## src/rtl/klotski_pkg.sv

```systemverilog
// Shared types for the Klotski board path: grid layout, assembler states and error codes.
package klotski_pkg;

  typedef logic [3:0][3:0][3:0] klotski_t;

  typedef enum logic [2:0] {
    S_COLLECT,
    S_CHECK,
    S_ISSUE,
    S_WAIT,
    S_ERR
  } asm_state_t;

  localparam logic [1:0] ERR_NONE    = 2'd0;
  localparam logic [1:0] ERR_DUP     = 2'd1;
  localparam logic [1:0] ERR_UNSOLV  = 2'd2;
  localparam logic [1:0] ERR_TIMEOUT = 2'd3;

endpackage

```

## src/rtl/klotski_inv_counter.sv

```systemverilog
// Counts the tiles already seen that are larger than v, i.e. the inversions a new tile v adds.
module klotski_inv_counter (
  input  logic [15:0] i_bitmap,
  input  logic [3:0]  i_v,
  output logic [4:0]  o_cnt
);

  always_comb begin
    o_cnt = '0;
    for (int j = 0; j < 16; j++) begin
      if ((j > int'(i_v)) && i_bitmap[j]) o_cnt = o_cnt + 5'd1;
    end
  end

endmodule

```

## src/rtl/klotski_grid_assembler.sv

```systemverilog
// Collects 16 row-major tiles, validates permutation and solvability, then issues the grid
// to the top controller and holds it until the controller reports done.
module klotski_grid_assembler
  import klotski_pkg::*;
#(
  parameter int CHECK_SOLVABLE = 1,
  parameter int WAIT_TIMEOUT   = 0
) (
  input  logic       i_Clk,
  input  logic       i_rst,
  input  logic       i_frame_start,
  input  logic       i_cell_valid,
  input  logic [3:0] i_cell_value,
  output logic       o_cell_ready,
  input  logic       i_ctrl_done,
  output klotski_t   o_klotski,
  output logic       o_en,
  output logic       o_busy,
  output logic       o_err,
  output logic [1:0] o_err_code,
  output logic [6:0] o_inv_count
);

  asm_state_t r_state, w_state_nxt;
  logic [4:0]  r_cnt;
  logic [15:0] r_bitmap;
  logic [6:0]  r_inv;
  logic [1:0]  r_blank_row;
  klotski_t    r_grid;
  logic [1:0]  r_err_code;
  logic [15:0] r_wait_cnt;

  logic       w_accept, w_dup, w_solvable, w_timeout;
  logic       w_clear, w_err_load;
  logic [1:0] w_err_code_nxt;
  logic [4:0] w_pop;

  klotski_inv_counter u_inv (
    .i_bitmap (r_bitmap),
    .i_v      (i_cell_value),
    .o_cnt    (w_pop)
  );

  assign w_accept   = (r_state == S_COLLECT) && i_cell_valid && !i_frame_start;
  assign w_dup      = r_bitmap[i_cell_value];
  // Inversion parity XOR blank row parity: odd means reachable from the solved board.
  assign w_solvable = r_inv[0] ^ r_blank_row[0];
  assign w_timeout  = (WAIT_TIMEOUT > 0) && (r_wait_cnt == 16'(WAIT_TIMEOUT - 1));

  always_ff @(posedge i_Clk) begin
    if (i_rst) r_state <= S_COLLECT;
    else       r_state <= w_state_nxt;
  end

  always_comb begin
    w_state_nxt    = r_state;
    w_clear        = 1'b0;
    w_err_load     = 1'b0;
    w_err_code_nxt = ERR_NONE;
    case (r_state)
      S_COLLECT: begin
        if (i_frame_start) begin
          w_clear = 1'b1;
        end else if (i_cell_valid) begin
          if (w_dup) begin
            w_state_nxt    = S_ERR;
            w_err_load     = 1'b1;
            w_err_code_nxt = ERR_DUP;
          end else if (r_cnt == 5'd15) begin
            w_state_nxt = S_CHECK;
          end
        end
      end
      S_CHECK: begin
        if (w_solvable || (CHECK_SOLVABLE == 0)) begin
          w_state_nxt = S_ISSUE;
        end else begin
          w_state_nxt    = S_ERR;
          w_err_load     = 1'b1;
          w_err_code_nxt = ERR_UNSOLV;
        end
      end
      S_ISSUE: w_state_nxt = S_WAIT;
      S_WAIT: begin
        if (i_ctrl_done) begin
          w_state_nxt = S_COLLECT;
          w_clear     = 1'b1;
        end else if (w_timeout) begin
          w_state_nxt    = S_ERR;
          w_err_load     = 1'b1;
          w_err_code_nxt = ERR_TIMEOUT;
        end
      end
      S_ERR: begin
        if (i_frame_start) begin
          w_state_nxt    = S_COLLECT;
          w_clear        = 1'b1;
          w_err_load     = 1'b1;
          w_err_code_nxt = ERR_NONE;
        end
      end
      default: w_state_nxt = S_COLLECT;
    endcase
  end

  always_ff @(posedge i_Clk) begin
    if (i_rst) begin
      r_cnt       <= '0;
      r_bitmap    <= '0;
      r_inv       <= '0;
      r_blank_row <= '0;
      r_grid      <= '0;
      r_err_code  <= ERR_NONE;
      r_wait_cnt  <= '0;
    end else begin
      if (w_clear) begin
        r_cnt       <= '0;
        r_bitmap    <= '0;
        r_inv       <= '0;
        r_blank_row <= '0;
      end else if (w_accept) begin
        r_grid[r_cnt[3:2]][r_cnt[1:0]] <= i_cell_value;
        // A duplicate lands in the grid for debug but does not advance the board.
        if (!w_dup) begin
          r_bitmap[i_cell_value] <= 1'b1;
          r_cnt                  <= r_cnt + 5'd1;
          if (i_cell_value == 4'd0) r_blank_row <= r_cnt[3:2];
          else                      r_inv       <= r_inv + {2'b00, w_pop};
        end
      end
      if ((r_state == S_ERR) && i_frame_start) r_grid <= '0;
      if (w_err_load) r_err_code <= w_err_code_nxt;
      if (r_state == S_WAIT) r_wait_cnt <= r_wait_cnt + 16'd1;
      else                   r_wait_cnt <= '0;
    end
  end

  assign o_cell_ready = (r_state == S_COLLECT);
  assign o_en         = (r_state == S_ISSUE);
  assign o_busy       = (r_state == S_CHECK) || (r_state == S_ISSUE) || (r_state == S_WAIT);
  assign o_err        = (r_state == S_ERR);
  assign o_err_code   = r_err_code;
  assign o_inv_count  = r_inv;
  assign o_klotski    = r_grid;

endmodule

```

## config.mk

```make
export PLATFORM = sky130hd
export DESIGN_NAME = klotski_grid_assembler
export DESIGN_NICKNAME = d
export VERILOG_FILES = /design/src/rtl/klotski_pkg.sv /design/src/rtl/klotski_inv_counter.sv /design/src/rtl/klotski_grid_assembler.sv
export SDC_FILE = /design/constraint.sdc
export NUM_CORES = 1
export LEC_CHECK = 0
export BUFFER_PORTS_ARGS = -buffer_cell sky130_fd_sc_hd__buf_2
export CAP_MARGIN = 20
export CORE_MARGIN = 8
export CORE_UTILIZATION = 31
export DETAILED_ROUTE_END_ITERATION = 16
export PLACE_DENSITY = 0.47
export SYNTH_ARGS = -nofsm -noshare
export SYNTH_HDL_FRONTEND = slang
export SYNTH_SLANG_ARGS = --single-unit
```

## constraint.sdc

```tcl
create_clock -name i_Clk -period 12.1 [get_ports i_Clk]
set_clock_uncertainty 0.2 [all_clocks]
set_input_delay 2.42 -clock i_Clk [delete_from_list [all_inputs] [get_ports i_Clk]]
set_output_delay 2.42 -clock i_Clk [all_outputs]
set_load 0.02 [all_outputs]
```

==> results of run 1 <==
cell families (layout without fill, tap and decap cells):
group | count (synthesis) | in the layout
AO/OA/AOI/OAI | 120 | 120
XOR/XNOR | 58 | 58
adder cells (fa/ha/maj) | 26 | 26
buffers and inverters | 53 | 127
flip-flops | 98 | 98
multiplexers | 61 | 61
AND/OR/NAND/NOR | 281 | 281
per-layer routing:
layer | vias up | part of all wire
met5 | - | 0
met3 | 9 | 0.049
met1 | 2359 | 0.48
met2 | 92 | 0.47
li1 | 2562 | -
met4 | 0 | 0.0060
metrics by stage:
stage | hold slack, ns | util | setup slack [ns] | area, um^2 | power [mW]
final | 0.269 | 0.368 | 0.972 | 6940 | 0.645
after global placement | 0.257 | 0.352 | 0.800 | 6620 | 0.373
after floorplan | 0.236 | - | 1.30 | 5980 | 0.362
after global routing | 0.304 | 0.368 | 0.103 | 6940 | 0.672
after detailed placement | 0.259 | 0.352 | 0.530 | 6620 | 0.373
after CTS | 0.269 | 0.367 | 0.894 | 6920 | 0.656
what timing repair did:
| action | 4_1_cts | 5_1_grt |
|---|---|---|
| setup endpoints to repair | 0 | 2 |
| endpoints found under the hold margin | 0 | 0 |
| resized for setup | 0 | 1 |
| hold buffers | 0 | 0 |
sequential cells by signal (all words and copies together), names as in the netlist:
name,flops
r_cnt,5
r_state,3
r_bitmap,16
o_klotski,64
o_err_code,2
o_inv_count,7
r_blank_row,1
final cells by class:
cell class	instances	area, um^2	share of cell area
Multi-Input combinational cell	546	3790	0.547
Timing Repair Buffer	93	498	0.0718
Tap cell	260	325	0.0469
Clock inverter	7	66.3	0.00956
Inverter	18	67.6	0.00974
Clock buffer	9	225	0.0325
Sequential cell	98	1960	0.283
placed cells by master, fill, tap and decap left out, drive strengths merged, types with 3 or more instances in the layout:
master / instances
o21ai: 23
nand2b: 5
dfxtp: 98
nand3: 26
nor2: 151
buf: 93
clkinv: 6
a21o: 5
and3b: 3
a21oi: 49
nor2b: 8
and2: 6
clkbuf: 9
nor3: 8
nand4: 9
xnor2: 31
inv: 18
a211o: 4
mux2i: 56
xor2: 22
ha: 25
xnor3: 5
a41oi: 3
a31oi: 11
or3b: 4
and4b: 4
nor4b: 3
o221ai: 3
o211ai: 3
a211oi: 5
mux4: 5
and3: 7
nand2: 36
o31ai: 4
nand3b: 3
how the worst max path moves through the flow:
| stage | from | end | slack, ns | cells past startpoint |
|---|---|---|---|---|
| floorplan | i_cell_value[3] | o_inv_count[6]$_SDFFE_PP0P_ | 1.30 | 50 |
| global placement | i_cell_value[2] | o_inv_count[6]$_SDFFE_PP0P_ | 0.80 | 48 |
| detailed placement | i_cell_value[2] | o_inv_count[6]$_SDFFE_PP0P_ | 0.53 | 48 |
| CTS | i_cell_value[2] | o_inv_count[6]$_SDFFE_PP0P_ | 0.89 | 48 |
| global route | i_cell_value[2] | o_inv_count[6]$_SDFFE_PP0P_ | 0.10 | 48 |
| finish | i_cell_value[2] | o_inv_count[6]$_SDFFE_PP0P_ | 0.97 | 48 |
worst register-to-register path, delay by kind of cell, from the launching register on:
family / cells / cell delay (ns)
compound gates: 13 / 2.05
mux: 1 / 0.16
xor+xnor: 7 / 1.65
buf+inv: 1 / 0.06
fa+ha+maj: 9 / 2.33
flops: 1 / 0.43
simple gates: 15 / 1.87
power by group through the flow:
stage	registers [mW]	logic, mW	clock network, mW
global route	0.325	0.0457	0.301
detailed placement	0.333	0.0407	0
finish	0.325	0.0413	0.279
global placement	0.333	0.0403	0
floorplan	0.334	0.0285	0
CTS	0.325	0.0408	0.290
==> impl_metrics.yaml, run 1 <==
cts:
  cts_tree: "built"
  numCtsBuffers: 9
  path_clk_slew_ns: 0.07
  cts.sinks: 98
  cts_buffer_depth: 2
  ctsRootBufferMaster: "clkbuf_16"
  htreeDepth: 3
  worstSkewPairLatency_ns: 0.34
  cts_setup_buffers: 0
run_status:
  outcome: "finished clean"
power:
  comb_power_share: 0.064
  leakage_nw: 3.29
  seqPwrFrac: 0.504
  intPower_uw: 479
  vdd_drop_max_mv: 0.0695
  power.net_switching_uw: 166
  switching_share: 0.257
  power_density_nw_per_um2: 93.0
  clockPowerShare: 0.432
place:
  placed_cells: 1014
  io_buffer_count: 85
  gp_congestion: 0.788
  dpl.hpwl_mm: 11.6
sta:
  hold_viol: 0
  totalNegativeSetupSlack_ns: 0
  slew_headroom: 0.345
  min_period_ns: 11.13
  worst_slew_pin_slew_ns: 0.983
  drv_slew: 0
  max_freq_mhz: 89.9
  rsz0062_at_grt: "no"
  finalSetupViolCount: 0
  min_period_over_period: 0.920
final_layout:
  synthToLayoutAreaGrowth_pct: 16.1
  final_nets: 801
  instances_no_fill: 1031
  antenna_cells: 0
  fillers: 1968
  drive_gt1_frac: 0.182
global_route:
  grt_pass1_wl_mm: 26.0
  grt_max_degree: 65
  grt_use_met3: 0.0410
  grt_use_met2: 0.218
  antenna_found_initial: 0
  grt-busiest-layer: "met2"
  grt_pass1_vias: 5060
  grt_usage: 0.132
  met1_usage: 0.166
  overflow: 0
detailed_routing:
  dr.pass1.iters: 4
  route.detailed.drc: 0
  antenna_left: 0
  drt_iter0_drc: 242
  totalWireLength_mm: 15.7
  avgRoutedWirePerCell_um: 15.2
  vias_per_cell: 4.87
  via_count: 5022
yosys:
  yosysTopAreaCell: "dfxtp_1"
  synth_top_family_by_area: "simple AND/OR/NAND/NOR gates"
  ys_seq_area_frac: 0.328
  synth_compound_area_frac: 0.126
  synthXorXnorAreaFrac: 0.116
  synth-seq-cells: 98
  yosysTopAreaCellShare: 0.328
  yosys.area_share.simple: 0.224
  synth_fa_ha_area_frac: 0.0557
  async_reset_ff_frac: 0
  yosysWarningCount: 0
  syn-num-nets: 732
  avgSynthCellArea_um2: 8.57
  yosysUniqueCellTypes: 69
  synth_area_leaders: "dfxtp_1 33%, nor2_1 9.5%, mux2i_1 9.4%"
  synth_edf_count: 0
  syn_area_um2: 5980
  synthMostInstantiatedCell: "nor2_1"
  syn_inst: 697
  synthMuxAreaShare: 0.113
  synth_common_cells: "151 x nor2_1, 98 x dfxtp_1, 56 x mux2i_1"
  ys.flop_type: "dfxtp_1"
worst_hold_path:
  worstHoldPathCells: 2
  hp-class: "flop to flop"
  worstHoldEndpoint: "o_err_code[1]$_SDFFE_PP0P_"
  hp-start: "o_err_code[1]$_SDFFE_PP0P_"
setup_path:
  path_delay_family: "adder cells"
  critPathKind: "input port to flop"
  arrival_ns: 11.13
  regToRegSetupSlack_ns: 3.18
  reg2reg_from: "r_bitmap[1]$_SDFFE_PP0P_"
  start_kind: "input port"
  r2r_cells: 46
  reg2reg_to: "o_inv_count[6]$_SDFFE_PP0P_"
  worstPathMaxFanout: 19
  slowest_stage: "or3_1"
  path_buf_inv: 2
  required_ns: 12.10
  cp_slowest_stage_delay_ns: 0.38
  path_common_cell: "ha_1"
  endpoint_kind: "flop"
floorplan:
  row_count: 50
  die-area_um2: 24000
  die_y_um: 155
  num_io_pins: 86
  fp.dieW_um: 155
  start_util: 0.317
  core-area_um2: 18800
flow_run:
  maxCapViolCount: 0
Power figures use the tool's default switching activity.
==> run 2, diff against run 1 <==
Settings changed: CORE_UTILIZATION 31 to 44, PLACE_DENSITY 0.47 to default.
==> impl_metrics.yaml, run 2 (same netlist as run 1, synthesis figures left out) <==
detailed_routing:
  vias_per_cell: 5.43
  avgRoutedWirePerCell_um: 16.0
  antenna_left: 0
  dr.pass1.iters: 5
  via_count: 5139
  totalWireLength_mm: 15.2
  route.detailed.drc: 0
  drt_iter0_drc: 288
setup_path:
  arrival_ns: 11.32
  required_ns: 12.11
  slowest_stage: "or3_1"
  cp_slowest_stage_delay_ns: 0.40
  regToRegSetupSlack_ns: 3.10
  endpoint_kind: "flop"
  worstPathMaxFanout: 27
  start_kind: "input port"
  path_buf_inv: 2
  reg2reg_from: "r_bitmap[1]$_SDFFE_PP0P_"
  reg2reg_to: "o_inv_count[6]$_SDFFE_PP0P_"
  path_common_cell: "ha_1"
  path_delay_family: "adder cells"
  r2r_cells: 46
  critPathKind: "input port to flop"
global_route:
  grt_max_degree: 65
  grt_pass1_wl_mm: 24.9
  antenna_found_initial: 0
  grt_pass1_vias: 4994
  overflow: 0
  grt_usage: 0.169
final_layout:
  layout_common_cells: "150 x nor2_1, 98 x dfxtp_1, 85 x buf_2"
  antenna_cells: 0
  finish.utilization: 0.516
  fillers: 1290
  final_common_cell: "nor2_1"
  synthToLayoutAreaGrowth_pct: 14.4
  final_nets: 800
  drive_gt1_frac: 0.182
  largest_reg_flops: 64
floorplan:
  core-area_um2: 13200
  num_io_pins: 86
  start_util: 0.451
  row_count: 42
  die_y_um: 133
  fp.dieW_um: 133
  die-area_um2: 17600
cts:
  ctsRootBufferMaster: "clkbuf_16"
  numCtsBuffers: 9
  htreeDepth: 3
  cts_setup_buffers: 0
  cts_tree: "built"
  worstSkewPairLatency_ns: 0.35
  cts_buffer_depth: 2
  cts_hold_buf: 0
  cts.repair.resized: 0
  cts.sinks: 98
  path_clk_slew_ns: 0.08
run_status:
  outcome: "finished clean"
place:
  dpl.hpwl_mm: 11.2
  gp_congestion: 0.857
  io_buffer_count: 85
sta:
  hold_ws_ns: 0.263
  rsz0062_at_grt: "no"
  hold_viol: 0
  min_period_ns: 11.31
  min_period_over_period: 0.935
  totalNegativeSetupSlack_ns: 0
  finalSetupViolCount: 0
  slew_headroom: 0.347
  worst_slew_pin_slew_ns: 0.980
  drv_slew: 0
  max_freq_mhz: 88.4
worst_hold_path:
  worstHoldPathCells: 2
  worstHoldEndpoint: "o_err_code[1]$_SDFFE_PP0P_"
  hp-start: "o_err_code[1]$_SDFFE_PP0P_"
  hp-class: "flop to flop"
flow_run:
  maxCapViolCount: 0
power:
  leakage_nw: 3.28
  power_density_nw_per_um2: 95.0
  vdd_drop_max_mv: 0.0821
## run 2: tightest hold or removal path: cells and delay by family, from the launching register on
family	cells	cell delay (ns)
AND/OR/NAND/NOR	1	0.05
flip-flops	1	0.32
AO/OA/AOI/OAI	1	0.05
## run 2: how the worst max path moves through the flow
| stage | from | end | depth (start not counted) |
|---|---|---|---|
| final | i_cell_value[3] | o_inv_count[6]$_SDFFE_PP0P_ | 48 |
| after CTS | i_cell_value[3] | o_inv_count[5]$_SDFFE_PP0P_ | 48 |
| after global routing | i_cell_value[3] | o_inv_count[5]$_SDFFE_PP0P_ | 48 |
| after global placement | i_cell_value[3] | o_inv_count[6]$_SDFFE_PP0P_ | 48 |
| after detailed placement | i_cell_value[3] | o_inv_count[6]$_SDFFE_PP0P_ | 48 |
| after floorplan | i_cell_value[3] | o_inv_count[6]$_SDFFE_PP0P_ | 50 |
## run 2: final cells by class
cell class                      instances  area (um^2)  share of cell area
Clock inverter                          7         70.1              0.0103
Tap cell                              176          220              0.0322
Clock buffer                            9          225              0.0329
Timing Repair Buffer                   92          490              0.0718
Multi-Input combinational cell        546         3800               0.556
Sequential cell                        98         1960               0.287
Inverter                               18         67.6             0.00988
## run 2: power by group
part	switching [mW]	leakage (nW)	internal [mW]
Sequential	0.00127	0.790	0.324
Combinational	0.0287	2.35	0.0121
Clock	0.138	0.141	0.145
## run 2: per-layer routing
metal	track usage	wire, um	up-vias
li1	-	-	2565
met1	0.214	7000	2437
met2	0.280	7230	122
met3	0.0379	712	15
met4	0.0511	214	0
met5	0	0	-
## run 2: per-stage QoR
stage / instances / setup slack (ns) / power [mW] / instance area, um^2
floorplan: 697 / 1.30 / 0.362 / 5980
global placement: 929 / 0.779 / 0.372 / 6510
finish: 946 / 0.785 / 0.649 / 6840
global route: 946 / 0.0408 / 0.674 / 6840
CTS: 945 / 0.762 / 0.653 / 6810
detailed placement: 929 / 0.407 / 0.372 / 6510
==> run 3, diff against run 2 <==
Clock period 12.1 ns to 11.25 ns, I/O delays scaled along.
==> impl_metrics.yaml, run 3 (same netlist as run 1, synthesis figures left out) <==
run_status:
  outcome: "finished clean"
floorplan:
  die-area_um2: 17600
  start_util: 0.451
  die_y_um: 133
  num_io_pins: 86
  core-area_um2: 13200
  fp.dieW_um: 133
  row_count: 42
final_layout:
  drive_gt1_frac: 0.190
  final_area_um2: 6910
  final_nets: 804
  multiInputGateArea_um2: 3830
  layout_common_cells: "151 x nor2_1, 98 x dfxtp_1, 85 x buf_2"
  synthToLayoutAreaGrowth_pct: 15.7
  fillers: 1294
  largest_reg_flops: 64
  seqCellArea_um2: 1960
  final_common_cell: "nor2_1"
  antenna_cells: 0
sta:
  hold_viol: 0
  min_period_ns: 10.56
  min_period_over_period: 0.939
  hold_ws_ns: 0.261
  slew_headroom: 0.357
  max_freq_mhz: 94.7
  finalSetupViolCount: 0
  drv_slew: 0
  worst_slew_pin_slew_ns: 0.965
place:
  placed_cell_area_um2: 6530
  gp_congestion: 0.797
  dpl.hpwl_mm: 11.0
  io_buffer_count: 85
setup_path:
  cp_slowest_stage_delay_ns: 0.40
  arrival_ns: 10.56
  start_kind: "input port"
  required_ns: 11.25
  reg2reg_to: "o_inv_count[6]$_SDFFE_PP0P_"
  slowest_stage: "xnor3_1"
  critPathKind: "input port to flop"
  r2r_cells: 46
  cp-endpoint: "o_inv_count[6]$_SDFFE_PP0P_"
  worstPathMaxFanout: 18
  reg2reg_from: "r_bitmap[1]$_SDFFE_PP0P_"
  cp.depth: 46
  path_common_cell: "ha_1"
  crit_start: "i_cell_value[1]"
  endpoint_kind: "flop"
  path_buf_inv: 2
  path_delay_family: "compound AO/OA/AOI/OAI gates"
  regToRegSetupSlack_ns: 2.43
flow_run:
  maxCapViolCount: 0
cts:
  htreeDepth: 3
  ctsRootBufferMaster: "clkbuf_16"
  cts_hold_buf: 0
  worstSkewPairLatency_ns: 0.34
  cts.sinks: 98
  cts_tree: "built"
  path_clk_slew_ns: 0.07
  cts_buffer_depth: 2
  numCtsBuffers: 9
global_route:
  grt_max_degree: 65
  grt_pass1_vias: 4983
  overflow: 0
  grt_pass1_wl_mm: 25.0
  grt_usage: 0.169
  antenna_found_initial: 0
detailed_routing:
  totalWireLength_mm: 15.0
  antenna_left: 0
  dr.pass1.iters: 6
  route.detailed.drc: 0
  avgRoutedWirePerCell_um: 15.8
  drt_iter0_drc: 260
  via_count: 5144
  vias_per_cell: 5.41
power:
  total_power_uw: 726
  leakage_nw: 3.32
  vdd_drop_max_mv: 0.0841
  power_density_nw_per_um2: 105
worst_hold_path:
  hp-class: "flop to flop"
## run 3: report_power, final
part           internal (mW)  switching [mW]  total, mW
Sequential             0.348         0.00138      0.350
Clock                  0.197           0.134      0.331
Combinational         0.0139          0.0313     0.0452
Total                  0.559           0.167      0.726
## run 3: what timing repair did
item / 4_1_cts / 5_1_grt
setup endpoints to repair: 0 / 4
endpoints found under the hold margin: 0 / 0
buffers inserted: 0 / 1
gates resized for setup: 0 / 7
## run 3: through the flow
stage	instances	utilization	setup TNS (ns)	setup WS (ns)
after global placement	932	0.493	0	0.648
after global routing	950	0.522	-0.111	-0.0581
after CTS	948	0.517	0	0.565
final	950	0.522	0	0.688
after floorplan	697	-	0	0.623
after detailed placement	932	0.493	0	0.194
## run 3: tightest hold or removal path, cell delays in order (launching register included)
cell     delay (ns)
dfxtp_1        0.31
nand2_1        0.05
a21oi_1        0.05
## run 3: worst min path at each step
stage	start	to	slack, ns	cells after the start
CTS	o_err_code[1]$_SDFFE_PP0P_	o_err_code[1]$_SDFFE_PP0P_	0.27	2
finish	o_err_code[1]$_SDFFE_PP0P_	o_err_code[1]$_SDFFE_PP0P_	0.26	2
global route	o_err_code[1]$_SDFFE_PP0P_	o_err_code[1]$_SDFFE_PP0P_	0.29	2
global placement	o_err_code[1]$_SDFFE_PP0P_	o_err_code[1]$_SDFFE_PP0P_	0.25	2
detailed placement	o_err_code[1]$_SDFFE_PP0P_	o_err_code[1]$_SDFFE_PP0P_	0.26	2
floorplan	r_bitmap[0]$_SDFFE_PP0P_	r_bitmap[0]$_SDFFE_PP0P_	0.24	2
## run 3: routing by layer
layer	GRT usage	part of all wire	up-vias
li1	-	-	2569
met1	0.205	0.45	2446
met3	0.0575	0.068	9
met2	0.280	0.48	120
met4	0.0404	0.0078	0
met5	0	0	-
## run 3: final cells by class
class / count / share of cell area
Clock buffer: 11 / 0.0337
Clock inverter: 5 / 0.0123
Inverter: 18 / 0.00977
Multi-Input combinational cell: 546 / 0.553
Sequential cell: 98 / 0.284
Tap cell: 176 / 0.0318
Timing Repair Buffer: 96 / 0.0753
